<file path="src/rtl/btn_cond.sv">
// Push-button conditioner: sync, debounce, press/release/long/repeat strobes.
// Optional macro BTN_REPEAT_EN enables periodic auto-repeat in the long state.
module btn_cond #(
  parameter int unsigned N_SW          = 4,
  parameter int unsigned DB_CYCLES     = 500000,
  parameter int unsigned LONG_CYCLES   = 50000000,
  parameter int unsigned REPEAT_CYCLES = 10000000
) (
  input  logic            clk,
  input  logic            rst_n,
  input  logic [N_SW-1:0] i_sw,
  output logic [N_SW-1:0] o_level,
  output logic [N_SW-1:0] o_press,
  output logic [N_SW-1:0] o_release,
  output logic [N_SW-1:0] o_long,
  output logic [N_SW-1:0] o_rpt
);

  typedef enum logic [1:0] {IDLE, DOWN, LONG} st_e;

  st_e             state_q [N_SW];
  st_e             state_d [N_SW];
  logic [31:0]     db_q    [N_SW];
  logic [31:0]     db_d    [N_SW];
  logic [31:0]     hold_q  [N_SW];
  logic [31:0]     hold_d  [N_SW];
`ifdef BTN_REPEAT_EN
  logic [31:0]     rcnt_q  [N_SW];
  logic [31:0]     rcnt_d  [N_SW];
`endif
  logic [N_SW-1:0] s1_q, s2_q;
  logic [N_SW-1:0] level_q, level_d;
  logic [N_SW-1:0] press_q, press_d;
  logic [N_SW-1:0] rel_q, rel_d;
  logic [N_SW-1:0] long_q, long_d;
  logic [N_SW-1:0] rpt_q, rpt_d;
  logic [N_SW-1:0] acc, rise, fall;

  // A level change is accepted on the edge its stable count completes.
  always_comb begin
    for (int i = 0; i < int'(N_SW); i++) begin
      acc[i] = (s2_q[i] != level_q[i]) && (db_q[i] == DB_CYCLES - 1);
    end
  end

  assign rise = acc & s2_q;
  assign fall = acc & ~s2_q;

  always_comb begin
    level_d = level_q ^ acc;
    press_d = '0;
    rel_d   = '0;
    long_d  = long_q;
    rpt_d   = '0;
    for (int i = 0; i < int'(N_SW); i++) begin
      state_d[i] = state_q[i];
      hold_d[i]  = hold_q[i];
`ifdef BTN_REPEAT_EN
      rcnt_d[i]  = rcnt_q[i];
`endif
      if ((s2_q[i] != level_q[i]) && !acc[i]) begin
        db_d[i] = db_q[i] + 32'd1;
      end else begin
        db_d[i] = '0;
      end
      unique case (state_q[i])
        IDLE: begin
          if (rise[i]) begin
            press_d[i] = 1'b1;
            hold_d[i]  = '0;
            state_d[i] = DOWN;
          end
        end
        DOWN: begin
          if (fall[i]) begin
            rel_d[i]   = 1'b1;
            long_d[i]  = 1'b0;
            hold_d[i]  = '0;
            state_d[i] = IDLE;
          end else if (hold_q[i] == LONG_CYCLES - 1) begin
            long_d[i]  = 1'b1;
            rpt_d[i]   = 1'b1;
`ifdef BTN_REPEAT_EN
            rcnt_d[i]  = '0;
`endif
            state_d[i] = LONG;
          end else begin
            hold_d[i] = hold_q[i] + 32'd1;
          end
        end
        LONG: begin
          if (fall[i]) begin
            rel_d[i]   = 1'b1;
            long_d[i]  = 1'b0;
            hold_d[i]  = '0;
`ifdef BTN_REPEAT_EN
            rcnt_d[i]  = '0;
`endif
            state_d[i] = IDLE;
`ifdef BTN_REPEAT_EN
          end else if (rcnt_q[i] == REPEAT_CYCLES - 1) begin
            rpt_d[i]  = 1'b1;
            rcnt_d[i] = '0;
          end else begin
            rcnt_d[i] = rcnt_q[i] + 32'd1;
`endif
          end
        end
        default: state_d[i] = IDLE;
      endcase
    end
  end

  always_ff @(posedge clk or negedge rst_n) begin
    if (!rst_n) begin
      s1_q    <= '0;
      s2_q    <= '0;
      level_q <= '0;
      press_q <= '0;
      rel_q   <= '0;
      long_q  <= '0;
      rpt_q   <= '0;
      for (int i = 0; i < int'(N_SW); i++) begin
        state_q[i] <= IDLE;
        db_q[i]    <= '0;
        hold_q[i]  <= '0;
`ifdef BTN_REPEAT_EN
        rcnt_q[i]  <= '0;
`endif
      end
    end else begin
      s1_q    <= i_sw;
      s2_q    <= s1_q;
      level_q <= level_d;
      press_q <= press_d;
      rel_q   <= rel_d;
      long_q  <= long_d;
      rpt_q   <= rpt_d;
      for (int i = 0; i < int'(N_SW); i++) begin
        state_q[i] <= state_d[i];
        db_q[i]    <= db_d[i];
        hold_q[i]  <= hold_d[i];
`ifdef BTN_REPEAT_EN
        rcnt_q[i]  <= rcnt_d[i];
`endif
      end
    end
  end

  assign o_level   = level_q;
  assign o_press   = press_q;
  assign o_release = rel_q;
  assign o_long    = long_q;
  assign o_rpt     = rpt_q;

endmodule

</file>
<file path="config.mk">
export PLATFORM = sky130hd
export DESIGN_NAME = btn_cond
export DESIGN_NICKNAME = d
export VERILOG_FILES = /design/src/rtl/btn_cond.sv
export SDC_FILE = /design/constraint.sdc
export NUM_CORES = 1
export LEC_CHECK = 0
export CORE_UTILIZATION = 50
export DETAILED_ROUTE_END_ITERATION = 8
export DONT_BUFFER_PORTS = 1
export PLACE_DENSITY = 0.72
export SYNTH_ARGS = -nofsm -noshare
export SYNTH_HDL_FRONTEND = slang
export SYNTH_SLANG_ARGS = --single-unit
</file>
<file path="constraint.sdc">
create_clock -name clk -period 3.3 [get_ports clk]
set_input_delay 0.33 -clock clk [delete_from_list [all_inputs] [get_ports clk]]
set_output_delay 0.33 -clock clk [all_outputs]
set_load 0.05 [all_outputs]
</file>
==> run metrics, run 1 <==
GR Overflow Total=0; unrepaired setup endpoints after global routing=false; Post-Synth XOR/XNOR Area=6.193%; number of global-route vias before repair=12,232; Post-synth ARST share=100.0%; Core ar.=0.02995 mm^2; sw power=1.478 mW; syn_area_per_cell=9.073 um^2; startpoint types=register; Post-Route WL=33,290 um; initial antenna violation count=0; hold_ws=-480.1 ps; # clock sinks=292; Net count, final=1,720; Crit Path Max Fanout=13; GP Congestion=0.8405; crit end category=register; Clock Skew=15.35 ps; Mapped Nets=1,728; min Tclk post-route=3001 ps; Power Density=431.2 mW/mm^2; critical setup path kind=reg2reg; Gate power share=0.9%; Synth Area in Adders=1.867%; outcome=finished, violations left; Worst EP arrival=3400 ps; violated checks=hold timing; Final Non-Filler Cells=2,103; worst slew pin tran=1226 ps; CTS Hold Bufs=4; Rows=63; CTS Buffer Depth=3; Flop pwr share=49.3%; Clock Power Share=49.8%; drt initial violations=1,026; main combinational cell family by area after synthesis=simple AND/OR/NAND/NOR gates; Int Pwr=5.851 mW; Finished Core Util=56.75%; Die Wd=177.6 um; mean routed wirelength per cell=15.83 um; Max-cap violations=0; switching share of power=20.17%; vias=12,783; setup violators final=0; leakage power=6.991 nW; vias per std cell=6.078; maximum VDD drop=0.0003403 V; Cells after Synth=1,699; clock-pin slew on the worst setup and hold paths=60 ps; Root Driver=clkbuf_16; Seq/Total Area, Yosys=47.40%; Req. time, crit path=3700 ps; period utilisation layout=90.95%; area growth from synthesis to layout=10.27%; remaining antenna violation count after routing=0; Final Max Tran Viols=0; Worst Hold Class=in2async; Max Clk Rate=333.2 MHz; detailed-route DRC error count=0; Initial Util=51.46%; cts bufs inserted=34; Max-slew headroom=18.25%; DP HPWL=21,100 um; number of setup buffers added after CTS=0; ant diodes=0; Synth warnings=0; Post-synth EDFFs=0; largest net degree at the start of global routing=293; final hold vios=292; flops & latches, synth=292; Synth Flop Type=dfrtp_1; H-tree levels=2; Synth Area in Compound Gates=15.73%; Distinct cells, synth=54; fraction of layout cells with a size suffix above 1=5.546%; first-pass GRT wire length=57,780 um; setup TNS=0 ps; synthesized area=0.01541 mm^2; Synth Area in Simple Gates=25.52%; worst-skew pair later-pin latency=510 ps; die footprint=0.03154 mm^2; mux share of post-synthesis cell area=0.2922%; Tot GR Track Use=21.68%; boundary pin count=26; CTS tree=done; I/O Buffers=0; TritonRoute pass-1 iters=5; dpl cells=2,041; Die Ht=177.6 um
## area by class of cell
cell class,instances,area (um^2)
well taps,390,488.0
fillers,2635,12960
repair buffers,32,250.2
flip-flops and latches,292,7307
clock buffers,54,1040
clock inverters,4,45.04
multi-input cells,1286,7699
inverters,45,168.9
## path summary, 6_finish.rpt
kind                       cells after the start  startpoint  slack (ps)     endpoint
max                                            6   db_q[107]         300  hold_q[110]
min                                            0       rst_n        -480   hold_q[89]
max reg2reg                                    6   db_q[107]         300  hold_q[110]
min reg2reg                                    0     s1_q[1]         350      s2_q[1]
max in group asynchronous                      0       rst_n        3340    db_q[118]
min in group clk                               0     s1_q[1]         350      s2_q[1]
## power groups by stage
stage	sequential, mW	combinational [mW]	clock, mW
floorplan	3.68	0.0472	0
global placement	3.68	0.0593	0
detailed placement	3.68	0.0604	0
CTS	3.62	0.0648	3.74
global route	3.62	0.0725	3.88
finish	3.62	0.0638	3.65
## synthesized netlist by cell type, types with 3 or more instances
| master | count | area [um^2] |
|---|---|---|
| nand4b_1 | 5 | 43.79 |
| and4_1 | 28 | 245.2 |
| a41oi_1 | 7 | 61.31 |
| a21oi_1 | 52 | 260.3 |
| o21ai_0 | 168 | 840.8 |
| nand3_1 | 100 | 500.5 |
| inv_1 | 45 | 168.9 |
| nor4b_1 | 11 | 96.34 |
| nor2_1 | 203 | 762.0 |
| or3_1 | 20 | 125.1 |
| nor2b_1 | 13 | 81.33 |
| nand2b_1 | 26 | 162.7 |
| and2_1 | 25 | 156.4 |
| o31ai_1 | 76 | 570.6 |
| xnor2_1 | 44 | 385.4 |
| buf_1 | 3 | 11.26 |
| xor2_1 | 65 | 569.3 |
| nand4_1 | 50 | 312.8 |
| a21o_1 | 5 | 37.54 |
| mux2_2 | 4 | 45.04 |
| or2_2 | 4 | 25.02 |
| nor3b_1 | 4 | 30.03 |
| dfrtp_1 | 292 | 7307 |
| o21ai_1 | 5 | 25.02 |
| and3_1 | 52 | 325.3 |
| a2111oi_0 | 3 | 26.28 |
| ha_1 | 23 | 287.8 |
| nor4_1 | 42 | 262.8 |
| nor4bb_1 | 4 | 40.04 |
| nor3_1 | 28 | 140.1 |
| or4_1 | 10 | 75.07 |
| clkbuf_1 | 67 | 251.5 |
| a31oi_1 | 44 | 275.3 |
| o41ai_1 | 26 | 227.7 |
| buf_2 | 6 | 30.03 |
| nand2_1 | 114 | 427.9 |
## logic make-up after synthesis
group	after synthesis
flops	292
mux	4
xor+xnor	109
fa+ha+maj	23
buf+inv	121
simple gates	753
compound gates	397
## metal layers
layer	wire length (um)	vias to the layer above	global-route usage (%)
li1	-	6206	-
met1	15890	6283	30.09
met2	15640	250	35.60
met3	1254	44	3.085
met4	512	0	5.484
met5	0	-	0
## cell usage in the layout (no fill, tap or decap), drive strengths merged, types with 11 or more instances in the layout
| master | synthesis | layout |
|---|---|---|
| a21oi | 52 | 52 |
| a31oi | 44 | 44 |
| and2 | 26 | 26 |
| and3 | 52 | 52 |
| and4 | 28 | 28 |
| buf | 9 | 28 |
| clkbuf | 67 | 54 |
| dfrtp | 292 | 292 |
| ha | 23 | 23 |
| inv | 45 | 45 |
| nand2 | 114 | 114 |
| nand2b | 26 | 26 |
| nand3 | 100 | 100 |
| nand4 | 50 | 50 |
| nor2 | 203 | 203 |
| nor2b | 13 | 13 |
| nor3 | 30 | 30 |
| nor4 | 42 | 42 |
| nor4b | 11 | 11 |
| o21ai | 173 | 173 |
| o31ai | 76 | 76 |
| o41ai | 27 | 27 |
| or3 | 20 | 20 |
| xnor2 | 44 | 44 |
| xor2 | 65 | 65 |
## state kept, by name, indices dropped and copies added, names as in the netlist, named ones only
signal	count
db_q	128
hold_q	128
state_q	8
o_long	4
o_press	4
o_release	4
o_rpt	4
s1_q	4
s2_q	4
## worst max-delay path, stage by stage (launching register included)
cell	delay, ps
dfrtp_1	410
nor4b_1	410
nand4_1	310
o41ai_1	390
or4b_1	650
nand2b_2	420
o31ai_1	310
## through the flow
stage	cell area (um^2)	hold slack (ps)	worst slack, ps	power [mW]
6_report	17000	-480.1	298.8	7.329
5_1_grt	17000	-499.2	53.53	7.567
4_1_cts	17000	-488.3	131.5	7.417
3_5_place_dp	15870	42.40	145.3	3.740
3_3_place_gp	15870	42.48	243.4	3.738
2_1_floorplan	15410	34.41	836.4	3.723
## what timing repair did
item,CTS,global route
hold endpoints to repair,296,292
setup endpoints to repair,0,11
resized for setup,0,1
(Power assumes the default switching activity.)
==> run 2: changes to the inputs <==
--- a/config.mk
+++ b/config.mk
@@ -5,6 +5,7 @@
 export SDC_FILE = /design/constraint.sdc
 export NUM_CORES = 1
 export LEC_CHECK = 0
+export CORE_MARGIN = 1
 export CORE_UTILIZATION = 50
 export DETAILED_ROUTE_END_ITERATION = 8
 export DONT_BUFFER_PORTS = 1
==> results of run 2 <==
The final DEF is identical to that of run 1; final timing and power are the same.
